$ cat src/rtl/mem_block_mover.sv
// Front-end for the 256x8 data memory: CPU pass-through when idle, and a byte-wise
// ascending block copy (src, dst, len) that stalls the CPU while it runs.
module mem_block_mover (
    input  logic       clk,
    input  logic       reset,
    input  logic [7:0] cpu_addr,
    input  logic       cpu_mem_read,
    input  logic       cpu_mem_write,
    input  logic [7:0] cpu_data_in,
    output logic [7:0] cpu_data_out,
    output logic       cpu_stall,
    input  logic       start,
    input  logic [7:0] src,
    input  logic [7:0] dst,
    input  logic [7:0] len,
    output logic       busy,
    output logic       done,
    output logic [7:0] mem_addr,
    output logic       mem_read,
    output logic       mem_write,
    output logic [7:0] mem_wdata,
    input  logic [7:0] mem_rdata
);

    typedef enum logic [1:0] {IDLE, RD, WR, DONE} state_t;

    state_t     state;
    state_t     state_next;
    logic [7:0] src_q;
    logic [7:0] dst_q;
    logic [7:0] cnt;
    logic [7:0] byte_q;

    always_ff @(posedge clk) begin
        if (reset) begin
            state <= IDLE;
        end else begin
            state <= state_next;
        end
    end

    always_comb begin
        state_next = state;
        case (state)
            IDLE:    if (start) state_next = (len != 8'd0) ? RD : DONE;
            RD:      state_next = WR;
            WR:      state_next = (cnt == 8'd1) ? DONE : RD;
            DONE:    state_next = IDLE;
            default: state_next = IDLE;
        endcase
    end

    // Copy datapath: pointers advance and the count drops once per committed byte.
    always_ff @(posedge clk) begin
        if (reset) begin
            src_q  <= 8'd0;
            dst_q  <= 8'd0;
            cnt    <= 8'd0;
            byte_q <= 8'd0;
        end else begin
            case (state)
                IDLE: begin
                    if (start) begin
                        src_q <= src;
                        dst_q <= dst;
                        cnt   <= len;
                    end
                end
                RD: byte_q <= mem_rdata;
                WR: begin
                    src_q <= src_q + 8'd1;
                    dst_q <= dst_q + 8'd1;
                    cnt   <= cnt - 8'd1;
                end
                default: ;
            endcase
        end
    end

    // Reset forces the memory port quiet; IDLE and DONE both pass CPU traffic through.
    always_comb begin
        mem_addr     = cpu_addr;
        mem_read     = 1'b0;
        mem_write    = 1'b0;
        mem_wdata    = cpu_data_in;
        cpu_data_out = 8'h00;
        busy         = 1'b0;
        done         = 1'b0;
        if (!reset) begin
            case (state)
                IDLE, DONE: begin
                    mem_read     = cpu_mem_read;
                    mem_write    = cpu_mem_write;
                    cpu_data_out = cpu_mem_read ? mem_rdata : 8'h00;
                    done         = (state == DONE);
                end
                RD: begin
                    mem_addr = src_q;
                    mem_read = 1'b1;
                    busy     = 1'b1;
                end
                WR: begin
                    mem_addr  = dst_q;
                    mem_write = 1'b1;
                    mem_wdata = byte_q;
                    busy      = 1'b1;
                end
                default: ;
            endcase
        end
    end

    assign cpu_stall = busy;

endmodule

$ cat config.mk
export PLATFORM = sky130hd
export DESIGN_NAME = mem_block_mover
export DESIGN_NICKNAME = d
export VERILOG_FILES = /design/src/rtl/mem_block_mover.sv
export SDC_FILE = /design/constraint.sdc
export NUM_CORES = 1
export LEC_CHECK = 0
export CAP_MARGIN = 20
export CORE_MARGIN = 4
export CORE_UTILIZATION = 49
export DETAILED_ROUTE_END_ITERATION = 16
export PLACE_DENSITY = 0.95
export SLEW_MARGIN = 40
export SYNTH_ARGS = -nofsm -noshare
export SYNTH_HDL_FRONTEND = slang
export SYNTH_SLANG_ARGS = --single-unit
$ cat constraint.sdc
create_clock -name clk -period 3.12 [get_ports clk]
set_input_delay 0.468 -clock clk [delete_from_list [all_inputs] [get_ports clk]]
set_output_delay 0.468 -clock clk [all_outputs]
set_load 0.02 [all_outputs]
==> results of run 1 <==
-- cell families (layout without fill, tap and decap cells) --
logic type / count (synthesis) / after routing
flops: 34 / 34
simple gates: 99 / 99
compound gates: 91 / 91
mux: 20 / 20
buf+inv: 37 / 110
fa+ha+maj: 9 / 9
-- layout make-up --
cell class / instances / area, µm²
inverters: 15 / 56.30
flip-flops and latches: 34 / 680.7
clock buffers: 5 / 68.82
well taps: 52 / 65.06
repair buffers: 88 / 863.3
multi-input cells: 219 / 1499
fillers: 337 / 1231
clock inverters: 2 / 10.01
-- stage by stage --
step                std cells  instance area, µm²  power (mW)  hold slack (ps)
finish                    415                3243       2.630            498.6
detailed placement        408                3164       2.284            482.4
global route              415                3243       2.793            549.4
CTS                       415                3243       2.610            500.4
global placement          408                3164       2.224            483.6
floorplan                 290                2341       1.797            456.1
-- per-layer routing --
| layer | GRT usage, % | up-vias |
|---|---|---|
| met5 | 0 | - |
| met4 | 8.719 | 0 |
| met3 | 4.567 | 12 |
| li1 | - | 1229 |
| met1 | 28.20 | 1247 |
| met2 | 41.97 | 105 |
-- power by group through the flow --
stage               clock network, mW  logic [mW]  registers [mW]
global placement                    0        1.45           0.770
CTS                             0.318        1.52           0.769
global route                    0.331        1.66           0.798
detailed placement                  0        1.51           0.775
floorplan                           0        1.07           0.723
finish                          0.314        1.54           0.777
-- critical path, stage by stage --
cell             delay [ps]
clkdlybuf4s50_1         550
nand2b_1                390
mux2_2                  400
clkdlybuf4s50_1         570
-- flip-flops by register name, summed over array words and instances, names as in the netlist --
name / cells
src_q: 8
state: 2
dst_q: 8
cnt: 8
byte_q: 8
-- cell usage in the layout (no fill, tap or decap), types with 4 or more instances in the layout --
master,count
o32ai_1,4
clkdlybuf4s50_1,81
nor3b_1,4
nor4_1,4
mux2_2,9
a22oi_1,9
dfxtp_1,34
a21oi_1,22
a31oi_1,7
buf_4,7
a211oi_1,5
ha_1,8
o21ai_0,18
inv_1,14
nand3_1,7
nor2_1,14
and4b_1,5
nand2b_1,8
nor2b_1,11
mux2i_1,11
and2_1,8
nand4_1,6
nand2_1,17
o211ai_1,5
clkbuf_8,5
-- worst max path at each step --
stage	start	to	slack (ps)	cells past startpoint
detailed placement	reset	mem_wdata[4]	290	4
global route	state[0]	mem_addr[1]	140	6
CTS	reset	mem_wdata[4]	280	4
finish	reset	mem_wdata[4]	260	4
floorplan	state[0]	mem_addr[3]	920	7
global placement	reset	mem_addr[1]	420	5
==> impl_metrics.json, run 1 <==
{
  "fmax_mhz": 350.2,
  "rsz0062_at_grt": "false",
  "required_ps": 2650,
  "grt_first_pass_wirelength_mm": 11.52,
  "ys.flop_type": "dfxtp_1",
  "timing.final.ws_setup_ps": 264.2,
  "ff2ff_setup_slack_ps": 630,
  "dieWidth_um": 77.12,
  "routed_wl_mm": 7.280,
  "critPathLaunchType": "input port",
  "utilization_pct": 72.48,
  "grt_usage_pct": 23.72,
  "rr_startpoint": "state[0]",
  "reg2reg_to": "src_q[5]",
  "hold_depth": 2,
  "power_frac_clock_pct": 12.0,
  "maxSlewViolCount": 0,
  "synth_top_cell_area_share_pct": 29.08,
  "routedWlPerCell_um": 17.54,
  "min_period_ps": 2856,
  "clock-sinks": 34,
  "p_leak_nw": 1.200,
  "routabilityCongestion": 0.8702,
  "post-route-period-util_pct": 91.53,
  "clk_path_buf_depth": 2,
  "dieArea_um2": 5947,
  "synth_edf_count": 0,
  "initial_utilization_pct": 52.32,
  "firstDrtPassIters": 5,
  "slew_headroom_pct": 59.87,
  "synthesis.area_um2": 2341,
  "grt_max_degree": 44,
  "gr-total-overflow": 0,
  "reg2reg_depth": 8,
  "hpwlAfterDp_mm": 5.175,
  "avgSynthCellArea_um2": 8.072,
  "ys_types": 49,
  "nets": 425,
  "synthAdderAreaFrac_pct": 4.810,
  "powerDensity_nw_per_um2": 810.9,
  "synthToLayoutAreaGrowth_pct": 38.54,
  "h-tree-depth": 2,
  "seq_area_frac_synth_pct": 29.08,
  "synth-xor-area-share_pct": 0,
  "setup_viol": 0,
  "ant_nets": 0,
  "synthTopCellsByArea": "dfxtp_1, ha_1, a21oi_1",
  "cp_max_fo": 8,
  "status": "finished clean",
  "hold_buffers": 0,
  "critPathKind": "in -> out",
  "via_per_inst": 6.248,
  "worstSetupEndpointType": "primary output",
  "yosys_warnings": 0,
  "worstPathArrival_ps": 2390,
  "worstHoldStart": "byte_q[3]",
  "dp_slack_ps": 285.9,
  "met3_wirelength_um": 448,
  "worst_slew_pin_slew_ps": 596.4,
  "met2_length_mm": 3.758,
  "clk_pin_slew_ps": 70,
  "muxShareOfSynthArea_pct": 9.033,
  "wl_met1_mm": 2.946,
  "cts_setup_buffers": 0,
  "worst_hold_path_type": "reg -> reg",
  "first_global_vias": 2438,
  "top_layer_used": "met4",
  "synthCells": 290,
  "hold_violations": 0,
  "ys_async_sr_fraction_pct": 0,
  "tritoncts": "done",
  "swShare_pct": 46.54,
  "vias": 2593,
  "final.setup.tns_ps": 0,
  "pwr-share-seq_pct": 29.5,
  "drive_gt1_share_pct": 7.438,
  "synth_top_family_by_area": "compound AO/OA/AOI/OAI gates",
  "intPower_mw": 1.406,
  "io_pins": 82,
  "fin_worst_skew_ps": 6.774,
  "synth_compound_area_share_pct": 25.55,
  "cts_buffers": 5,
  "core_um2": 4474,
  "antenna-diode-count": 0,
  "cts-resized-gates": 0,
  "die_height_um": 77.12,
  "p_switching_mw": 1.224,
  "antenna_found_initial": 0,
  "insertion_delay_ps": 290,
  "synth-seq-cells": 34,
  "synthSimpleGateAreaFrac_pct": 24.53,
  "drv_cap": 0,
  "yosysTopAreaCell": "dfxtp_1",
  "power_frac_comb_pct": 58.5,
  "worstHoldEndpoint": "byte_q[3]",
  "drtIter0Drc": 320,
  "yosysMostFrequentCell": "dfxtp_1",
  "synth.top_cells.by_count": "dfxtp_1, a21oi_1, o21ai_0, nand2_1",
  "syn_nets": 352,
  "io_buffer_count": 81,
  "rows": 24,
  "ir_drop_v": 0.0004745,
  "drc_errors": 0,
  "clockRootBuffer": "clkbuf_8"
}
Note: power is estimated with default switching activity, not from simulation.
==> run 2: changes to the inputs <==
REMOVE_ABC_BUFFERS = 1   (was unset)
==> run 2 against run 1 <==
Sequential share of layout area fell by 0.18 points. Power rose by 2.0%. Worst hold slack improved by 2.9 ps. Clock power rose by 11%. Sequential power barely moved. Global-route usage rose by 0.12 points. Final cell count rose by 0.72%. Flip-flop and latch count did not move. Core utilization rose by 0.62 points. Combinational power barely moved. Maximum frequency rose by 2.5%. Wire length rose by 0.37%. Critical path type is now reg -> out. Critical endpoint is now mem_read.
==> impl_metrics.json, run 2 (same netlist as run 1, synthesis figures left out) <==
{
  "firstDrtPassIters": 5,
  "ff2ff_setup_slack_ps": 640,
  "cts_buffers": 5,
  "routabilityCongestion": 0.8536,
  "final.setup.tns_ps": 0,
  "p_switching_mw": 1.236,
  "fmax_mhz": 358.9,
  "ir_drop_v": 0.0005846,
  "synthToLayoutAreaGrowth_pct": 39.71,
  "pwr-share-seq_pct": 29.0,
  "hold_violations": 0,
  "routedWlPerCell_um": 17.48,
  "setup_viol": 0,
  "status": "finished clean",
  "p_leak_nw": 1.213,
  "rr_startpoint": "state[0]",
  "dieWidth_um": 77.12,
  "drive_gt1_share_pct": 7.923,
  "drv_cap": 0,
  "swShare_pct": 46.08,
  "grt_max_degree": 42,
  "startpoint": "state[1]",
  "drc_errors": 0,
  "tritoncts": "done",
  "cts_setup_buffers": 0,
  "power_frac_comb_pct": 58.0,
  "powerDensity_nw_per_um2": 819.9,
  "worstSetupEndpointType": "primary output",
  "worstHoldStart": "byte_q[3]",
  "nets": 427,
  "slew_headroom_pct": 46.29,
  "first_global_vias": 2481,
  "clk_path_buf_depth": 2,
  "gr-total-overflow": 0,
  "worst_hold_path_type": "reg -> reg",
  "rows": 24,
  "insertion_delay_ps": 300,
  "final_common_cell": "clkdlybuf4s50_1",
  "power_frac_clock_pct": 13.0,
  "antenna_found_initial": 0,
  "die_height_um": 77.12,
  "reg2reg_depth": 7,
  "critPathKind": "reg -> out",
  "drtIter0Drc": 198,
  "worstPathArrival_ps": 2320,
  "cts-resized-gates": 0,
  "intPower_mw": 1.446,
  "antenna-diode-count": 0,
  "p_total_mw": 2.682,
  "core_um2": 4474,
  "io_pins": 82,
  "vias": 2559,
  "dieArea_um2": 5947,
  "fin_worst_skew_ps": 11.06,
  "cp-endpoint": "mem_read",
  "initial_utilization_pct": 52.32,
  "worst_hold_slack_ps": 501.5,
  "maxSlewViolCount": 0,
  "worst_slew_pin_slew_ps": 798.2,
  "post-route-period-util_pct": 89.29,
  "clockRootBuffer": "clkbuf_8",
  "via_per_inst": 6.122,
  "h-tree-depth": 2,
  "ant_nets": 0,
  "grt_first_pass_wirelength_mm": 11.65,
  "hpwlAfterDp_mm": 5.415,
  "min_period_ps": 2786,
  "rsz0062_at_grt": "false",
  "clk_pin_slew_ps": 70,
  "critPathLaunchType": "flip-flop",
  "cp_max_fo": 10,
  "required_ps": 2650,
  "io_buffer_count": 81,
  "final_cell_mix": "clkdlybuf4s50_1, dfxtp_1, a21oi_1",
  "reg2reg_to": "src_q[0]",
  "clock-sinks": 34,
  "routed_wl_mm": 7.307,
  "grt_usage_pct": 23.84,
  "hold_buffers": 0
}
run 2: changes by cell type in the layout (fill, tap and decap cells not counted):
cell | before | now
clkinv_2 | 2 | 1
clkbuf_1 | 0 | 1
clkbuf_8 | 5 | 6
buf_4 | 7 | 9
run 2: layout make-up:
type                       instances  area [µm²]
clock buffer                       7       86.33
sequential                        34       680.7
clock inverter                     1       5.005
fill                             333        1204
timing repair buffer              90       878.3
tap                               52       65.06
multi-input combinational        219        1499
inverter                          15       56.30
run 2: how the worst min path moves through the flow:
stage               depth (start not counted)  slack (ps)   endpoint
floorplan                                   2         460  byte_q[0]
global route                                2         520     cnt[1]
finish                                      2         500  byte_q[3]
detailed placement                          2         480  byte_q[3]
CTS                                         2         500  byte_q[3]
global placement                            2         480  byte_q[6]
run 2: worst max-delay path, cell delays in order (launching register included):
cell	delay, ps
dfxtp_1	350
inv_1	110
ha_1	420
buf_4	290
a21oi_1	80
nor3_1	140
clkdlybuf4s50_1	640
run 2: power groups by stage:
stage / registers [mW] / logic, mW / clock network, mW
6_report: 0.778 / 1.56 / 0.348
5_1_grt: 0.799 / 1.68 / 0.365
4_1_cts: 0.771 / 1.55 / 0.347
3_5_place_dp: 0.781 / 1.54 / 0
3_3_place_gp: 0.768 / 1.47 / 0
2_1_floorplan: 0.723 / 0.991 / 0
run 2: per-stage QoR:
step | setup slack (ps) | instance area, µm² | instances | util, %
after floorplan | -24.69 | 2233 | 268 | -
after CTS | 361.5 | 3271 | 418 | 73.10
after detailed placement | 370.0 | 3179 | 410 | 71.06
after global routing | 216.4 | 3271 | 418 | 73.10
final | 334.1 | 3271 | 418 | 73.10
after global placement | 408.4 | 3179 | 410 | 71.06
run 2: layer usage:
| metal | share of wire [%] | GRT usage [%] | vias up |
|---|---|---|---|
| met5 | 0 | 0 | - |
| met4 | 2.5 | 9.964 | 0 |
| met3 | 6.8 | 3.630 | 16 |
| met2 | 52 | 43.18 | 123 |
| met1 | 39 | 27.64 | 1191 |
| li1 | - | - | 1229 |
